$ cat src/rtl/lmsm_sequencer_if.sv
// lmsm_sequencer_if: pipe1-to-decode bus carried through the LM/SM sequencer
interface lmsm_sequencer_if;
    logic [15:0] IR;
    logic        valid_in;
    logic        stall_in;
    logic        flush;
    logic [15:0] IR_out;
    logic        valid_out;
    logic        uop_first;
    logic        uop_last;
    logic        stall_fetch;
    modport master (
        output IR, valid_in, stall_in, flush,
        input  IR_out, valid_out, uop_first, uop_last, stall_fetch
    );
    modport slave (
        input  IR, valid_in, stall_in, flush,
        output IR_out, valid_out, uop_first, uop_last, stall_fetch
    );
endinterface

$ cat src/rtl/lmsm_sequencer.sv
// lmsm_sequencer: expands LM/SM into one micro-op per listed register, passes other instructions through
module lmsm_sequencer (
    input logic               clk,
    input logic               reset,
    lmsm_sequencer_if.slave   bus
);
    localparam logic [3:0] OPC_LM = 4'b0110;
    localparam logic [3:0] OPC_SM = 4'b0111;
    typedef enum logic {IDLE, SEQ} state_t;
    state_t      state;
    logic [6:0]  held_hdr;
    logic [7:0]  mask;
    logic [2:0]  cnt;
    logic        is_lsm;
    logic [7:0]  list;
    logic [7:0]  rest;
    logic [6:0]  hdr;
    logic [2:0]  tgt;
    logic [2:0]  off;
    logic [15:0] uop;
    // Next micro-op: from pipe1 when idle, from the latched instruction while sequencing
    always_comb begin
        is_lsm = (bus.IR[15:12] == OPC_LM) || (bus.IR[15:12] == OPC_SM);
        list   = (state == SEQ) ? mask : bus.IR[7:0];
        hdr    = (state == SEQ) ? held_hdr : bus.IR[15:9];
        off    = (state == SEQ) ? cnt : 3'd0;
        rest   = list & (list - 8'd1);
        tgt    = 3'd0;
        for (int i = 7; i >= 0; i--)
            if (list[i]) tgt = 3'(i);
        uop    = {hdr, tgt, off, 3'b000};
    end
    assign bus.stall_fetch = (state == SEQ) || bus.stall_in;
    // Sequencer FSM with registered outputs; reset beats flush, flush beats stall
    always_ff @(posedge clk) begin
        if (!reset) begin
            state         <= IDLE;
            held_hdr      <= '0;
            mask          <= '0;
            cnt           <= '0;
            bus.IR_out    <= '0;
            bus.valid_out <= 1'b0;
            bus.uop_first <= 1'b0;
            bus.uop_last  <= 1'b0;
        end else if (bus.flush) begin
            state         <= IDLE;
            mask          <= '0;
            cnt           <= '0;
            bus.valid_out <= 1'b0;
            bus.uop_first <= 1'b0;
            bus.uop_last  <= 1'b0;
        end else if (!bus.stall_in) begin
            case (state)
                IDLE: begin
                    if (!bus.valid_in || (is_lsm && list == 8'd0)) begin
                        bus.valid_out <= 1'b0;
                        bus.uop_first <= 1'b0;
                        bus.uop_last  <= 1'b0;
                    end else if (is_lsm) begin
                        bus.IR_out    <= uop;
                        bus.valid_out <= 1'b1;
                        bus.uop_first <= 1'b1;
                        bus.uop_last  <= (rest == 8'd0);
                        if (rest != 8'd0) begin
                            held_hdr <= bus.IR[15:9];
                            mask     <= rest;
                            cnt      <= 3'd1;
                            state    <= SEQ;
                        end
                    end else begin
                        bus.IR_out    <= bus.IR;
                        bus.valid_out <= 1'b1;
                        bus.uop_first <= 1'b0;
                        bus.uop_last  <= 1'b0;
                    end
                end
                SEQ: begin
                    bus.IR_out    <= uop;
                    bus.valid_out <= 1'b1;
                    bus.uop_first <= 1'b0;
                    bus.uop_last  <= (rest == 8'd0);
                    mask          <= rest;
                    cnt           <= (rest == 8'd0) ? 3'd0 : cnt + 3'd1;
                    if (rest == 8'd0) state <= IDLE;
                end
                default: state <= IDLE;
            endcase
        end
    end
endmodule

$ cat src/flat_wrapper.sv
// flat-port wrapper written by rule: the top's interface ports become plain ports
module lmsm_sequencer_flat 
  (clk, reset, bus_IR, bus_valid_in, bus_stall_in, bus_flush, bus_IR_out, bus_valid_out, bus_uop_first, bus_uop_last, bus_stall_fetch);
  lmsm_sequencer_if bus_i ();
  input logic clk;
  input logic reset;
  input wire logic [$bits(bus_i.IR)-1:0] bus_IR;
  input wire logic [$bits(bus_i.valid_in)-1:0] bus_valid_in;
  input wire logic [$bits(bus_i.stall_in)-1:0] bus_stall_in;
  input wire logic [$bits(bus_i.flush)-1:0] bus_flush;
  output wire logic [$bits(bus_i.IR_out)-1:0] bus_IR_out;
  output wire logic [$bits(bus_i.valid_out)-1:0] bus_valid_out;
  output wire logic [$bits(bus_i.uop_first)-1:0] bus_uop_first;
  output wire logic [$bits(bus_i.uop_last)-1:0] bus_uop_last;
  output wire logic [$bits(bus_i.stall_fetch)-1:0] bus_stall_fetch;
  assign bus_i.IR = bus_IR;
  assign bus_i.valid_in = bus_valid_in;
  assign bus_i.stall_in = bus_stall_in;
  assign bus_i.flush = bus_flush;
  assign bus_IR_out = bus_i.IR_out;
  assign bus_valid_out = bus_i.valid_out;
  assign bus_uop_first = bus_i.uop_first;
  assign bus_uop_last = bus_i.uop_last;
  assign bus_stall_fetch = bus_i.stall_fetch;
  lmsm_sequencer u_core (.clk(clk), .reset(reset), .bus(bus_i));
endmodule
$ cat config.mk
export PLATFORM = sky130hd
export DESIGN_NAME = lmsm_sequencer_flat
export DESIGN_NICKNAME = d
export VERILOG_FILES = /design/src/rtl/lmsm_sequencer_if.sv /design/src/rtl/lmsm_sequencer.sv /design/src/flat_wrapper.sv
export SDC_FILE = /design/constraint.sdc
export NUM_CORES = 1
export LEC_CHECK = 0
export BUFFER_PORTS_ARGS = -buffer_cell sky130_fd_sc_hd__buf_2
export CAP_MARGIN = 10
export CORE_MARGIN = 4
export CORE_UTILIZATION = 35
export CTS_CLUSTER_SIZE = 20
export DETAILED_ROUTE_END_ITERATION = 10
export HOLD_SLACK_MARGIN = 0.06
export PLACE_DENSITY_LB_ADDON = 0.15
export SETUP_SLACK_MARGIN = 0.4
export SYNTH_ARGS = -nofsm -noshare
export SYNTH_HDL_FRONTEND = slang
export SYNTH_SLANG_ARGS = --single-unit
$ cat constraint.sdc
create_clock -name clk -period 4.4 [get_ports clk]
set_input_delay 0 -clock clk [delete_from_list [all_inputs] [get_ports clk]]
set_output_delay 0 -clock clk [all_outputs]
set_load 0.1 [all_outputs]
==> impl_summary.txt, run 1 <==
----------------------------------------------------
[Power]
  Total power divided by cell area ... 311 mW/mm²
  Overall power ... 725 µW
  Maximum vdd ir drop ... 0.148 mV
  Leakage ... 1.07 nW

[Finish]
  Growth of design area from synthesis to finish ... 19.4%
  Area taken by multi-input logic gates ... 0.00111 mm²
  Final non-filler cell area ... 0.00233 mm²
  Area taken by flip-flops and latches ... 741 µm²
  Filler cells ... 523
  Ant. Diodes ... 0
  Total Nets Final ... 285
  Layout cells sized above 1 ... 0.246

[Synth]
  Post-synthesis register bit count ... 37
  Post-synth EDFFs ... 0
  Number of warning messages in the yosys log ... 0
  Register area share after synthesis ... 0.380
  Share of the synthesized area in the top cell type ... 0.380
  Net count after synthesis ... 242
  Post-synthesis area per instance ... 8.87 µm²
  Cell taking the most area after synthesis ... sky130_fd_sc_hd__dfxtp_1
  Flip-flop cell with the highest count after synthesis ... sky130_fd_sc_hd__dfxtp_1
  Post-Syn Instances ... 220
  Cell types with the largest area share after synthesis ... sky130_fd_sc_hd__dfxtp_1, sky130_fd_sc_hd__mux2i_1, sky130_fd_sc_hd__nand2_1
  Async set-reset flop share out of synthesis ... 0
  Mapped cell area ... 0.00195 mm²
  Cell types with the highest counts after synthesis ... sky130_fd_sc_hd__dfxtp_1, sky130_fd_sc_hd__nand2_1, sky130_fd_sc_hd__mux2i_1
  Unique masters post-synth ... 54

[Routing]
  Vias per inst ... 5.25
  Detailed Routing Iterations Pass 1 ... 5
  Total via count after detailed routing ... 1752
  Violation count after the first detailed-routing iteration ... 84
  Routed WL ... 5.10 mm
  Final routed wire length divided by cell count ... 15.3 µm
  Drt drc ... 0
  Routed Antenna Nets ... 0

[CTS]
  Clock Sink Count ... 37
  Post-CTS repair timing setup buffer count ... 0
  Maximum clock insertion buffer count ... 2
  Root Buffer Master ... sky130_fd_sc_hd__clkbuf_8
  Latest clock arrival within the worst-skew pair ... 290 ps
  TritonCTS clock tree ... built
  Number of buffers inserted during clock tree synthesis ... 5
  Post-cts repair resize count ... 0
  CTS H-tree lvls ... 2
  Clock-pin slew of the registers on the worst-case setup and hold paths ... 70 ps

[Die]
  Effective utilization at floorplan ... 0.372
  Chip width ... 82.7 µm
  Floorplan row count ... 26
  Total die area ... 0.00683 mm²
  Die height ... 82.7 µm
  Core region area ... 0.00524 mm²
  IO Pins ... 41

[Worst setup path]
  Critical Path Start Type ... flip-flop
  Depth of the worst register-to-register path ... 7
  Element type at the critical path end ... flip-flop
  Kind of critical path ... flip-flop to flip-flop
  CP Max Fanout ... 27
  Data required time of the critical path ... 4630 ps
  Arrival time worst endpoint ... 3150 ps

[Timing]
  Setup skew after layout ... 3.96 ps
  Maximum achievable frequency ... 343 MHz
  Transition at the pin with the smallest max-transition slack ... 984 ps
  Setup violators final ... 0
  Unrepaired setup endpoints after global routing ... false
  TNS Setup ... 0 ps
  Number of slew-limit violations in the final report ... 0
  Worst hold slack across all endpoints ... 71.1 ps
  Max-slew headroom at the worst pin ... 0.342
  Time the worst path needs with I/O delays and setup ... 2920 ps
  Final Cycle Share ... 0.663
  Number of failing hold endpoints at the final stage ... 0

[Place]
  Post-detailed-placement half-perimeter wirelength ... 3.65 mm
  Number of I/O port buffers ... 40
  Area after DPL ... 0.00217 mm²
  Global placer's final weighted congestion ... 0.859

[Min path]
  Hold-critical path depth ... 4
  Kind of path behind the tightest hold check ... input pin to flip-flop

[Outcome]
  Result of the run ... completed

[Global route]
  Grt total ovfl ... 0
  Vias in the first global route ... 1655
  Global Route Usage Sum ... 0.161
  Maximum number of pins on one net before global-route repair ... 30
  Wire length of the first global-routing pass ... 8.35 mm
  Antenna violations before repair ... 0

[Flow run]
  Max-cap violations ... 0

----------------------------------------------------
==> kinds of logic after synthesis <==
| family | Yosys count | synth area share |
|---|---|---|
| muxes | 20 | 0.113 |
| and+or+nand+nor | 86 | 0.210 |
| DFF | 37 | 0.380 |
| AOI/OAI and AO/OA | 57 | 0.235 |
| buffers and inverters | 18 | 0.0507 |
| adders and majority gates | 2 | 0.0115 |
==> final timing paths <==
check | startpoint | to | slack, ps
hold reg to reg | u_core.held_hdr[5] | u_core.held_hdr[5] | 450
setup / recovery | u_core.state | u_core.bus.IR_out[8] | 1480
hold / removal | bus_IR[15] | u_core.bus.IR_out[15] | 70
setup reg to reg | u_core.state | u_core.bus.IR_out[8] | 1480
==> layer usage <==
layer | up-vias | track usage | wire (µm)
li1 | 886 | - | -
met1 | 790 | 0.227 | 2480
met2 | 70 | 0.240 | 2150
met3 | 6 | 0.0423 | 406
met4 | 0 | 0.0441 | 61
met5 | - | 0 | 0
==> registers in the layout, indices dropped and copies added (netlist names) <==
name / cells
u_core.bus.IR_out: 16
u_core.bus.uop_first: 1
u_core.bus.valid_out: 1
u_core.state: 1
u_core.held_hdr: 7
u_core.cnt: 3
u_core.bus.uop_last: 1
u_core.mask: 7
==> layout by cell type, fill, tap and decap left out, drive strengths merged, types with 2 or more instances in the layout <==
cell type / instances
a31oi: 2
dfxtp: 37
a211oi: 2
clkbuf: 6
or3: 2
buf: 41
o211a: 12
nand3: 7
dlygate4sd3: 8
or2: 2
and2: 2
a21oi: 4
nand2: 37
inv: 4
nor3b: 3
mux2: 3
nor2: 15
a31o: 3
a32o: 2
mux2i: 17
nand2b: 4
clkinv: 3
a21boi: 6
nor3: 7
o22ai: 2
and3: 3
o21ai: 8
o211ai: 7
==> power by group <==
group / switching (mW) / internal [mW] / total (mW) / leakage (nW)
Clock: 0.123 / 0.110 / 0.233 / 0.0450
Combinational: 0.105 / 0.0387 / 0.144 / 0.729
Sequential: 0.00495 / 0.343 / 0.348 / 0.300
Total: 0.233 / 0.492 / 0.725 / 1.07
==> metrics by stage <==
step                       util  worst slack, ps  std cells
after floorplan               -             2000        220
after global placement    0.414             1550        318
after detailed placement  0.414             1530        318
after CTS                 0.445             1500        334
after global routing      0.445             1290        334
final                     0.445             1480        334
==> repair_timing <==
action / 4_1_cts / 5_1_grt
setup endpoints to repair: 0 / 0
endpoints found under the hold margin: 9 / 0
hold buffers: 8 / 0
==> layout make-up <==
class / instances / share of cell area
multi-input combinational: 165 / 0.477
inverter: 5 / 0.00806
sequential: 37 / 0.318
clock inverter: 2 / 0.00430
timing repair buffer: 49 / 0.124
clock buffer: 6 / 0.0312
tap: 70 / 0.0376
==> worst max-delay path, stage by stage (launching register included) <==
cell and delay [ps]:
sky130_fd_sc_hd__dfxtp_1 640, sky130_fd_sc_hd__buf_4 380, sky130_fd_sc_hd__mux2i_2 390, sky130_fd_sc_hd__o211ai_2 180, sky130_fd_sc_hd__o31a_1 340, sky130_fd_sc_hd__o21a_1 500, sky130_fd_sc_hd__o311ai_0 230, sky130_fd_sc_hd__o211a_1 200
(Power assumes the default switching activity.)
==> inputs of run 2 (changes only) <==
==> constraint.sdc (replaced) <==
create_clock -name clk -period 2.5 [get_ports clk]
set_input_delay 0 -clock clk [delete_from_list [all_inputs] [get_ports clk]]
set_output_delay 0 -clock clk [all_outputs]
set_load 0.1 [all_outputs]
==> run 2 against run 1 <==
Net effect: combinational power grew 95%; worst hold slack gained 5.4 ps; cell count grew 4.2%; first-iteration DRC count grew 45%; maximum frequency grew 41%; die area is the same; largest cell class unchanged; largest power group unchanged; highest routed layer unchanged.
==> impl_summary.txt, run 2 (synthesized netlist as in run 1, its figures left out) <==
----------------------------------------------------
[CTS]
  TritonCTS clock tree ... built
  Number of buffers inserted during clock tree synthesis ... 5 (unchanged)
  Root Buffer Master ... sky130_fd_sc_hd__clkbuf_8
  Clock-pin slew of the registers on the worst-case setup and hold paths ... 70 ps (about the same)
  Maximum clock insertion buffer count ... 2 (unchanged)
  Clock Sink Count ... 37 (unchanged)
  Latest clock arrival within the worst-skew pair ... 290 ps (about the same)
  CTS H-tree lvls ... 2 (unchanged)

[Timing]
  Time the worst path needs with I/O delays and setup ... 2070 ps (-849 ps)
  Setup violators final ... 0 (unchanged)
  Worst hold slack across all endpoints ... 76.4 ps (+5.37 ps)
  Final Cycle Share ... 0.827 (+0.164)
  TNS Setup ... 0 ps (unchanged)
  Number of slew-limit violations in the final report ... 0 (unchanged)
  Number of failing hold endpoints at the final stage ... 0 (unchanged)
  Setup skew after layout ... 5.05 ps (+1.09 ps)
  Least setup slack across all paths after layout ... 433 ps (-1050 ps)
  Unrepaired setup endpoints after global routing ... true
  Transition at the pin with the smallest max-transition slack ... 496 ps (-488 ps)
  Max-slew headroom at the worst pin ... 0.671 (+0.329)
  Maximum achievable frequency ... 484 MHz (+41%)

[Routing]
  Final routed wire length divided by cell count ... 15.2 µm (-0.65%)
  Detailed Routing Iterations Pass 1 ... 6 (+1)
  Total via count after detailed routing ... 1812 (+3.4%)
  Drt drc ... 0 (unchanged)
  Routed WL ... 5.27 mm (+3.5%)
  Routed Antenna Nets ... 0 (unchanged)
  Violation count after the first detailed-routing iteration ... 122 (+45%)
  Vias per inst ... 5.21 (-0.74%)

[Die]
  IO Pins ... 41 (unchanged)
  Effective utilization at floorplan ... 0.372 (unchanged)
  Floorplan row count ... 26 (unchanged)
  Total die area ... 0.00683 mm² (unchanged)
  Die height ... 82.7 µm (unchanged)
  Core region area ... 0.00524 mm² (unchanged)
  Chip width ... 82.7 µm (unchanged)

[Worst setup path]
  Worst r2r src ... u_core.state
  Series of cell instances along the critical path ... buf_12 > mux2_4 > maj3_1 > o2bb2ai_2 > a31oi_2 > nor2_2 > buf_6 > mux2i_1
  Slowest stage cell, crit path ... sky130_fd_sc_hd__maj3_1
  Critical Path Start Type ... flip-flop
  Arrival time worst endpoint ... 2290 ps (-860 ps)
  Element type at the critical path end ... flip-flop
  Timing startpoint of the critical path ... u_core.state
  Kind of critical path ... flip-flop to flip-flop
  Data required time of the critical path ... 2720 ps (-1910 ps)
  Depth of the worst register-to-register path ... 8 (+1)
  Crit-path max cell delay ... 380 ps (-260 ps)
  CP Max Fanout ... 14 (-48%)

[Finish]
  Post-Layout Cell Count ... 348 (+4.2%)
  Layout cells sized above 1 ... 0.327 (+0.0811)
  Ant. Diodes ... 0 (unchanged)
  Most common cell after layout, fill and taps aside ... sky130_fd_sc_hd__buf_2
  Total Nets Final ... 300 (+5.3%)
  Filler cells ... 495 (-5.4%)
  Final non-filler cell area ... 0.00259 mm² (+11%)
  Registers with the most flip-flops ... u_core.bus.IR_out (16), u_core.held_hdr (7), u_core.mask (7)
  Register containing the most flip-flops in the final layout ... u_core.bus.IR_out
  Growth of design area from synthesis to finish ... 32.8%
  Flip-flop count of the largest register, all copies and words added ... 16 (unchanged)
  Final core occ ... 0.495 (+0.0502)
  Commonest non-fill, non-tap cells in the layout ... sky130_fd_sc_hd__buf_2, sky130_fd_sc_hd__nand2_1, sky130_fd_sc_hd__dfxtp_1, sky130_fd_sc_hd__mux2i_1, sky130_fd_sc_hd__nor2_1

[Global route]
  Maximum number of pins on one net before global-route repair ... 30 (unchanged)
  Vias in the first global route ... 1816 (+9.7%)
  Wire length of the first global-routing pass ... 8.94 mm (+7.1%)
  Global Route Usage Sum ... 0.173 (+0.0124)
  Grt total ovfl ... 0 (unchanged)
  Antenna violations before repair ... 0 (unchanged)

[Flow run]
  Max-cap violations ... 0 (unchanged)

[Min path]
  Hold Startpoint ... bus_IR[15]
  Hold-critical path depth ... 4 (unchanged)
  Kind of path behind the tightest hold check ... input pin to flip-flop

[Power]
  Maximum vdd ir drop ... 0.280 mV (+89%)
  Total power divided by cell area ... 541 mW/mm² (+74%)
  Overall power ... 1.40 mW (+93%)
  Leakage ... 1.19 nW (+11%)

[Place]
  Number of I/O port buffers ... 40 (unchanged)
  Area after DPL ... 0.00228 mm² (+5.1%)
  Post-detailed-placement half-perimeter wirelength ... 3.78 mm (+3.7%)
  Dpl ws ... 203 ps (-1330 ps)
  Global placer's final weighted congestion ... 0.862 (+0.28%)
  DP Cell Count ... 327 (+2.8%)

[Outcome]
  Result of the run ... completed

----------------------------------------------------
==> run 2: area by class of cell <==
class | count | area (µm²) | share of cell area
well taps | 70 | 87.6 | 0.0338
flip-flops and latches | 37 | 742 | 0.286
multi-input cells | 165 | 1190 | 0.460
clock inverters | 2 | 35.0 | 0.0135
clock buffers | 5 | 68.8 | 0.0266
repair buffers | 64 | 448 | 0.173
inverters | 5 | 18.8 | 0.00724
==> run 2: worst paths after layout <==
kind	to	slack, ps
setup / recovery	u_core.mask[5]	430
setup reg to reg	u_core.mask[5]	430
hold reg to reg	u_core.bus.IR_out[6]	450
hold / removal	u_core.bus.IR_out[15]	80
==> run 2: worst max-delay path: cells and delay by family (launching register included) <==
kind	cells	cell delay [ps]
and+or+nand+nor	1	130
muxes	2	520
AOI/OAI and AO/OA	2	310
buffers and inverters	2	310
DFF	1	340
adders and majority gates	1	380
==> run 2: layer usage <==
| metal | share of wire | track usage | up-vias |
|---|---|---|---|
| met1 | 0.51 | 0.248 | 829 |
| met2 | 0.42 | 0.250 | 58 |
| li1 | - | - | 917 |
| met4 | 0.018 | 0.0686 | 0 |
| met3 | 0.055 | 0.0390 | 8 |
| met5 | 0 | 0 | - |
==> run 2: report_power, final <==
| part | leakage, nW | switching (mW) | internal, mW | total (mW) |
|---|---|---|---|---|
| Sequential | 0.301 | 0.00758 | 0.604 | 0.612 |
| Combinational | 0.838 | 0.195 | 0.0866 | 0.281 |
| Clock | 0.0540 | 0.219 | 0.290 | 0.509 |
==> run 2: what timing repair did <==
| item | CTS | global route |
|---|---|---|
| gates resized for setup | 10 | 8 |
| endpoints found under the setup margin | 27 | 26 |
| endpoints found under the hold margin | 9 | 0 |
| pin swaps | 2 | 7 |
| setup buffers | 3 | 3 |
| hold buffers | 8 | 0 |
